[src/rtl/vpc_fetch_ctrl.sv]
// VPC fetch sequencer: arbitrates for the MCU bus, drives the VPC address,
// hands fetched words to decode and applies branch/jump redirects to the VPC.
module vpc_fetch_ctrl #(
  parameter int ADDR_W  = 32,
  parameter int DATA_W  = 32,
  parameter int TIMEOUT = 255
) (
  input  logic              clk,
  input  logic              n_rst,
  input  logic              i_fetch_en,
  input  logic              i_redirect_valid,
  input  logic [ADDR_W-1:0] i_redirect_addr,
  output logic              o_bus_req,
  input  logic              i_bus_gnt,
  output logic              o_addr_oe,
  output logic              o_addr_valid,
  output logic              o_vpc_lock,
  output logic              o_vpc_set,
  output logic [ADDR_W-1:0] o_vpc_set_addr,
  input  logic              i_mcu_ack,
  input  logic [DATA_W-1:0] i_mcu_data,
  output logic [DATA_W-1:0] o_instr,
  output logic              o_instr_valid,
  input  logic              i_instr_ready,
  output logic              o_fault
);

  typedef enum logic [2:0] {
    S_IDLE, S_REQ, S_ADDR, S_HOLD, S_ADVANCE, S_REDIRECT, S_FAULT
  } state_t;

  localparam logic [8:0] TO_LIM = 9'(TIMEOUT);

  state_t            state_q, state_d;
  logic [7:0]        cnt_q, cnt_d;
  logic              pend_q, pend_d;
  logic [ADDR_W-1:0] raddr_q, raddr_d;
  logic [DATA_W-1:0] instr_q, instr_d;
  logic              fault_q, fault_d;
  logic              timeout_hit;

  // True on the ADDR cycle that would bring the wait count up to TIMEOUT.
  assign timeout_hit = ({1'b0, cnt_q} + 9'd1) >= TO_LIM;

  always_ff @(posedge clk or negedge n_rst) begin
    if (!n_rst) begin
      state_q <= S_IDLE;
      cnt_q   <= '0;
      pend_q  <= 1'b0;
      raddr_q <= '0;
      instr_q <= '0;
      fault_q <= 1'b0;
    end else begin
      state_q <= state_d;
      cnt_q   <= cnt_d;
      pend_q  <= pend_d;
      raddr_q <= raddr_d;
      instr_q <= instr_d;
      fault_q <= fault_d;
    end
  end

  always_comb begin
    state_d = state_q;
    cnt_d   = cnt_q;
    pend_d  = pend_q;
    raddr_d = i_redirect_valid ? i_redirect_addr : raddr_q;
    instr_d = instr_q;
    case (state_q)
      S_IDLE: begin
        if (i_redirect_valid)  state_d = S_REDIRECT;
        else if (i_fetch_en)   state_d = S_REQ;
      end
      S_REQ: begin
        if (i_redirect_valid)  state_d = S_REDIRECT;
        else if (i_bus_gnt)    state_d = S_ADDR;
      end
      S_ADDR: begin
        if (i_redirect_valid) pend_d = 1'b1;
        if (i_mcu_ack) begin
          instr_d = i_mcu_data;
          cnt_d   = '0;
          // A redirect seen during this wait (even on the ack cycle) kills the word.
          state_d = (pend_q || i_redirect_valid) ? S_REDIRECT : S_HOLD;
        end else if (timeout_hit) begin
          state_d = S_FAULT;
        end else begin
          cnt_d = cnt_q + 8'd1;
        end
      end
      S_HOLD: begin
        if (i_redirect_valid)   state_d = S_REDIRECT;
        else if (i_instr_ready) state_d = S_ADVANCE;
      end
      S_ADVANCE: begin
        if (i_redirect_valid)  state_d = S_REDIRECT;
        else if (i_fetch_en)   state_d = S_REQ;
        else                   state_d = S_IDLE;
      end
      S_REDIRECT: begin
        pend_d = 1'b0;
        if (i_redirect_valid)  state_d = S_REDIRECT;
        else if (i_fetch_en)   state_d = S_REQ;
        else                   state_d = S_IDLE;
      end
      S_FAULT: state_d = S_FAULT;
      default: state_d = S_IDLE;
    endcase
    fault_d = fault_q || (state_d == S_FAULT);
  end

  always_comb begin
    o_bus_req     = 1'b0;
    o_addr_oe     = 1'b0;
    o_addr_valid  = 1'b0;
    o_vpc_lock    = 1'b1;
    o_vpc_set     = 1'b0;
    o_instr_valid = 1'b0;
    case (state_q)
      S_REQ: o_bus_req = 1'b1;
      S_ADDR: begin
        o_bus_req    = 1'b1;
        o_addr_oe    = 1'b1;
        o_addr_valid = 1'b1;
      end
      S_HOLD:     o_instr_valid = 1'b1;
      S_ADVANCE:  o_vpc_lock    = 1'b0;
      S_REDIRECT: begin
        o_vpc_lock = 1'b0;
        o_vpc_set  = 1'b1;
      end
      default: ;
    endcase
  end

  assign o_vpc_set_addr = raddr_q;
  assign o_instr        = instr_q;
  assign o_fault        = fault_q;

endmodule

[config.mk]
export PLATFORM = sky130hd
export DESIGN_NAME = vpc_fetch_ctrl
export DESIGN_NICKNAME = d
export VERILOG_FILES = /design/src/rtl/vpc_fetch_ctrl.sv
export SDC_FILE = /design/constraint.sdc
export NUM_CORES = 1
export LEC_CHECK = 0
export ABC_AREA = 1
export BUFFER_PORTS_ARGS = -buffer_cell sky130_fd_sc_hd__clkbuf_2
export CAP_MARGIN = 0
export CORE_UTILIZATION = 47
export DETAILED_ROUTE_END_ITERATION = 12
export GPL_TIMING_DRIVEN = 0
export PLACE_DENSITY_LB_ADDON = 0.05
export SETUP_SLACK_MARGIN = 0.05
export SLEW_MARGIN = 20
export SYNTH_ARGS = -nofsm -noshare
export SYNTH_HDL_FRONTEND = slang
export SYNTH_SLANG_ARGS = --single-unit
[constraint.sdc]
create_clock -name clk -period 2.34 [get_ports clk]
set_clock_uncertainty 0.15 [all_clocks]
set_input_delay 0.468 -clock clk [delete_from_list [all_inputs] [get_ports clk]]
set_output_delay 0.468 -clock clk [all_outputs]
set_load 0.1 [all_outputs]
==> reports/results.txt, run 1 <==
Util after Layout -> 66.74%
RSZ-0062 raised after global routing -> yes
Post-Place Cells -> 534
EDFF count, synth -> 0
Clk Latency, worst-skew pair -> 0.34 ns
Status -> finished with violations
Die H -> 84.43 um
Clock Path Buffers -> 2
Fmax achieved -> 456.2 MHz
Yosys reg bits -> 77
Mapped Area -> 3193 um2
Nets -> 545
Design area -> 4310 um2
Static leakage -> 2.450 nW
Sequential-to-total area share from yosys stat -> 60.34%
DR iter-0 viols -> 94
WP buf/inv -> 4
Row count -> 29
PortBufs -> 141
Failing checks -> DRC
Dominant synthesized flop cell -> dfrtp_1
Dpl ws -> 0.2731 ns
Mapped Cells -> 315
Synth top area cells -> dfrtp_1 (60%), nand2_1 (14%), mux2_2 (11%)
Initial core utilization -> 49.44%
Mapped Nets -> 388
CP Max Fanout -> 7
Worst endpoint required time -> 1.72 ns
Top cell type's share of synthesized area -> 60.34%
Max_slew headroom -> 62.28%
Vias per cell -> 4.794
Crit path max-delay cell type -> dfrtp_1
Min-Delay Path Class -> in -> reg
Post-DP HPWL -> 5.199 mm
Synth top cells by count -> nand2_1 (123), dfrtp_1 (77), mux2_2 (32)
H-tree levels -> 3
Slew @ Worst Pin -> 0.5682 ns
Largest net degree at the start of global routing -> 41
TritonCTS buffer count -> 9
Core area -> 6459 um2
Inserted Diodes -> 0
Max stage delay on crit path -> 0.37 ns
Non-Filler Instances -> 554
Syn. warnings -> 0
Power Density -> 1531 nW/um2
Met2 routed WL -> 3.372 mm
Largest area contributor in the netlist -> dfrtp_1
Max Cap Viol -> 0
First-pass GRT wire length -> 11.64 mm
Total clock sinks -> 77
Post-DP Area -> 4028 um2
Cell family with most CP delay -> buffers and inverters
Root Driver -> clkbuf_8
Met3 routed WL -> 552 um
M1 wire length -> 2.884 mm
CP Class -> reg -> out
Number of I/O pins -> 142
Critical path cell sequence -> inv_2, nor2_1, nand2_1, inv_2, buf_4, buf_6
Highest routing layer actually used -> met4
DIE WIDTH -> 84.43 um
Synth-to-layout area growth -> 34.99%
DRT antenna net count -> 0
Clock-pin slew on the worst setup and hold paths -> 0.08 ns
Final Max Slew Viols -> 0
Crit-path most repeated cell -> inv_2
Final worst slack -> 0.1481 ns
Final setup violation count -> 0
Crit path time final -> 2.192 ns
Critical Path AT -> 1.57 ns
Die area -> 7128 um2
Tcrit/Tclk final -> 93.67%
Syn Area/Cell -> 10.14 um2
Vias -> 2656
Worst vdd ir -> 1.071 mV
Residual DRC -> 7
Drt pass-1 iters -> 9
GRT Total Usage -> 21.09%
Count leader, synth -> nand2_1
GPL Wtd Cong -> 0.7996
WL per Instance -> 12.60 um
WL final -> 6.981 mm
CP endpoint kind -> primary output
Distinct cell type count after synthesis -> 29
Crit start category -> flip-flop
Vias in the first global route -> 2673
CTS tree -> done
Grt ovf -> 0
Initial antenna violation count -> 0
Layout cells sized above 1 -> 44.03%
Synth async-reset ratio -> 100.0%
Hold Violations, Final -> 0
==> layout by cell type, fill, tap and decap left out, types with 3 or more instances in the layout <==
master / Yosys / final
a21oi_1: 3 / 3
buf_2: 3 / 4
buf_4: 1 / 5
bufinv_16: 0 / 3
clkbuf_1: 5 / 6
clkbuf_2: 0 / 136
clkbuf_8: 0 / 9
dfrtp_1: 77 / 77
inv_1: 14 / 14
inv_2: 3 / 3
mux2_2: 32 / 32
nand2_1: 123 / 123
nand2_2: 3 / 3
nand3_1: 8 / 8
nor2_1: 9 / 7
nor2_2: 4 / 5
nor3_1: 3 / 3
o21ai_0: 5 / 5
o22ai_1: 4 / 4
==> through the flow <==
step                setup TNS [ns]  power (mW)  hold slack (ns)
floorplan                 -0.09982       4.844          0.02241
global placement            -6.581       5.373           0.3001
detailed placement               0       5.429           0.3034
CTS                              0       6.640           0.1491
global route                     0       6.855           0.1614
finish                           0       6.597           0.1626
==> cells by family after synthesis <==
logic type,Yosys count,synth area share (%)
simple gates,153,19.51
buf+inv,29,3.644
fa+ha+maj,2,0.7836
compound gates,20,3.879
flops,77,60.34
xor+xnor,2,0.5487
mux,32,11.29
==> final timing paths <==
check,slack (ns),cells after the start,start,end
worst min register to register,0.32,2,o_fault,o_fault
worst min-delay path,0.16,3,i_redirect_addr[30],o_vpc_set_addr[30]
worst max register to register,0.25,12,cnt_q[0],cnt_q[7]
min in group asynchronous,0.51,2,n_rst,cnt_q[2]
max in group asynchronous,0.94,3,n_rst,o_vpc_set_addr[29]
worst max-delay path,0.15,6,state_q[1],o_addr_valid
==> registers in the layout, summed over array words and instances, names as in the netlist <==
| name | cells |
|---|---|
| o_instr | 32 |
| o_vpc_set_addr | 32 |
| cnt_q | 8 |
| state_q | 3 |
| o_fault | 1 |
| pend_q | 1 |
==> final cells by class <==
type                    instances  area (um2)
plain buffers                  11       48.80
clock buffers                  10       127.6
clock inverters                 6       111.4
fillers                       539        2148
inverters                      18       67.56
multi-input cells             209        1160
flip-flops and latches         77        1927
well taps                      77       96.34
repair buffers                146       772.0
==> per-layer routing <==
metal	vias to the layer above	track usage, %
met1	1227	24.12
met2	95	35.84
met3	14	7.670
met4	0	9.091
met5	-	0
li1	1320	-
==> worst reg2reg max path: cells and delay by family, from the launching register on <==
| kind | cells | cell delay [ns] |
|---|---|---|
| flops | 1 | 0.43 |
| simple gates | 7 | 0.71 |
| buf+inv | 2 | 0.18 |
| fa+ha+maj | 1 | 0.31 |
| compound gates | 2 | 0.20 |
==> what timing repair did <==
item                                   in CTS  in global routing
resized for setup                           3                  4
setup endpoints to repair                   3                  3
hold buffers                                1                  0
endpoints found under the hold margin      37                  0
setup buffers                               0                  3
==> report_power, final <==
group | switching [mW] | leakage, nW | internal, mW
combinational | 2.89 | 1.36 | 0.590
clock | 0.485 | 0.116 | 0.709
sequential | 0.220 | 0.969 | 1.70
total | 3.60 | 2.45 | 3.00
No activity file was read; power rests on OpenSTA's default activity.
==> run 2: changes to the inputs <==
--- a/config.mk
+++ b/config.mk
@@ -8,7 +8,7 @@
 export ABC_AREA = 1
 export BUFFER_PORTS_ARGS = -buffer_cell sky130_fd_sc_hd__clkbuf_2
 export CAP_MARGIN = 0
-export CORE_UTILIZATION = 47
+export CORE_UTILIZATION = 50
 export DETAILED_ROUTE_END_ITERATION = 12
 export GPL_TIMING_DRIVEN = 0
 export PLACE_DENSITY_LB_ADDON = 0.05
==> constraint.sdc (replaced) <==
create_clock -name clk -period 2.68 [get_ports clk]
set_clock_uncertainty 0.15 [all_clocks]
set_input_delay 0.536 -clock clk [delete_from_list [all_inputs] [get_ports clk]]
set_output_delay 0.536 -clock clk [all_outputs]
set_load 0.1 [all_outputs]
==> run 2 against run 1 <==
Net effect:
- the flow now finishes without violations
- worst setup slack better by 0.050 ns
- sequential power fell by 12%
- final cell count down 1.3%
- clock power fell by 29%
- sequential share of layout area increased by 1.0 points
- utilization is 3.2 points higher
- via count down 1.4%
==> reports/results.txt, run 2 (synthesis results as in run 1) <==
GRT Total Usage -> 20.83%
Die H -> 81.92 um
Synth-to-layout area growth -> 31.94%
Clock power share -> 15.3%
Crit start category -> flip-flop
Layout cells sized above 1 -> 43.43%
Internal Dissipation -> 2.438 mW
Worst vdd ir -> 1.191 mV
Setup bufs post-CTS -> 0
Vias per cell -> 4.786
Fmax achieved -> 402.9 MHz
Clk Latency, worst-skew pair -> 0.34 ns
Max stage delay on crit path -> 0.44 ns
Drt pass-1 iters -> 4
Post-DP HPWL -> 5.030 mm
Final worst slack -> 0.1977 ns
Vias -> 2618
R2R setup slack -> 0.62 ns
CP Class -> reg -> out
Power Density -> 1315 nW/um2
H-tree levels -> 3
Crit path time final -> 2.482 ns
Max_slew headroom -> 62.90%
Status -> finished clean
Reg power frac -> 30.2%
Clock-pin slew on the worst setup and hold paths -> 0.07 ns
TritonCTS buffer count -> 9
Core area -> 6026 um2
P_sw -> 3.104 mW
CP endpoint kind -> primary output
Vias in the first global route -> 2443
Nets -> 541
Min-Delay Path Class -> in -> async
Max Cap Viol -> 0
Crit path max-delay cell type -> clkbuf_2
Critical Path AT -> 1.80 ns
Post-Route Setup TNS -> 0 ns
Critical path cell sequence -> nor2_1, nand2_1, inv_2, buf_4, clkbuf_2
Logic pwr share -> 54.5%
Worst endpoint required time -> 1.99 ns
Die area -> 6710 um2
CTS tree -> done
Cell family with most CP delay -> buffers and inverters
WL per Instance -> 12.06 um
Initial antenna violation count -> 0
Most common cell after layout, fill and taps aside -> clkbuf_2
PortBufs -> 141
First-pass GRT wire length -> 10.40 mm
Static leakage -> 2.409 nW
Cts repair resizes -> 0
Number of I/O pins -> 142
Slew @ Worst Pin -> 0.5588 ns
GPL Wtd Cong -> 0.8479
Row count -> 28
Largest net degree at the start of global routing -> 45
WL final -> 6.597 mm
Hold-fix buffers at CTS -> 0
DIE WIDTH -> 81.92 um
Hold Violations, Final -> 0
Grt ovf -> 0
CP Max Fanout -> 6
DRT antenna net count -> 0
Residual DRC -> 0
Total clock sinks -> 77
DR iter-0 viols -> 92
WP buf/inv -> 3
Final Max Slew Viols -> 0
Initial core utilization -> 52.99%
Switching Share -> 56.01%
Most frequent cells in the layout -> clkbuf_2 (140), nand2_1 (123), dfrtp_1 (77), mux2_2 (32), inv_1 (14)
Clock Path Buffers -> 2
Dpl ws -> 0.5904 ns
Tcrit/Tclk final -> 92.62%
RSZ-0062 raised after global routing -> no
Root Driver -> clkbuf_8
Final setup violation count -> 0
Inserted Diodes -> 0
==> run 2: cell count changes in the layout (fill, tap and decap cells not counted), sizes merged <==
cell	previous run	this run
clkbuf	153	157
bufinv	3	1
clkinv	3	4
dlygate4sd3	1	0
buf	13	7
clkinvlp	1	0
==> run 2: area by class of cell <==
| class | count | area (um2) |
|---|---|---|
| Clock buffer | 11 | 141.4 |
| Timing Repair Buffer | 142 | 728.2 |
| Multi-Input combinational cell | 209 | 1157 |
| Sequential cell | 77 | 1927 |
| Buffer | 11 | 48.80 |
| Tap cell | 75 | 93.84 |
| Clock inverter | 4 | 48.80 |
| Fill cell | 496 | 1813 |
| Inverter | 18 | 67.56 |
==> run 2: path summary, 6_finish.rpt <==
check,endpoint,startpoint,depth (start not counted)
max in group asynchronous,state_q[0],n_rst,2
setup / recovery,o_addr_valid,state_q[0],5
hold / removal,cnt_q[2],n_rst,1
min in group clk,o_vpc_set_addr[8],i_redirect_addr[8],3
hold reg to reg,o_vpc_set_addr[8],o_vpc_set_addr[8],2
setup reg to reg,cnt_q[7],cnt_q[0],12
==> run 2: power by group through the flow <==
stage	combinational (mW)	clock, mW	sequential, mW
after global routing	3.14	0.914	1.72
after detailed placement	3.03	0	1.70
after global placement	3.00	0	1.68
after floorplan	0.687	0	3.54
final	3.02	0.846	1.68
after CTS	3.04	0.865	1.68
==> run 2: stage by stage <==
stage / instance area (um2) / hold slack, ns / power [mW] / instances / util, %
after floorplan: 3201 / 0.09041 / 4.227 / 315 / -
after global placement: 4000 / 0.2999 / 4.683 / 531 / 66.38
after detailed placement: 4023 / 0.3083 / 4.730 / 532 / 66.76
after CTS: 4213 / 0.03088 / 5.580 / 547 / 69.91
after global routing: 4213 / 0.05014 / 5.780 / 547 / 69.91
final: 4213 / 0.01824 / 5.541 / 547 / 69.91
==> run 2: worst reg2reg max path, stage by stage (launching register included) <==
cell	delay, ns
dfrtp_1	0.43
inv_1	0.10
ha_1	0.31
o21bai_1	0.13
nand3_1	0.08
nor2_1	0.16
nand3_2	0.12
nand2_1	0.07
nand2_1	0.07
nand2_2	0.11
inv_2	0.08
nand3_1	0.07
o21ai_1	0.06
==> run 2: layer usage <==
| layer | track usage [%] | vias to the layer above | routed length (um) |
|---|---|---|---|
| met2 | 35.79 | 97 | 3171 |
| met4 | 9.649 | 0 | 92 |
| met3 | 7.889 | 7 | 560 |
| met1 | 22.59 | 1197 | 2772 |
| met5 | 0 | - | 0 |
| li1 | - | 1317 | - |
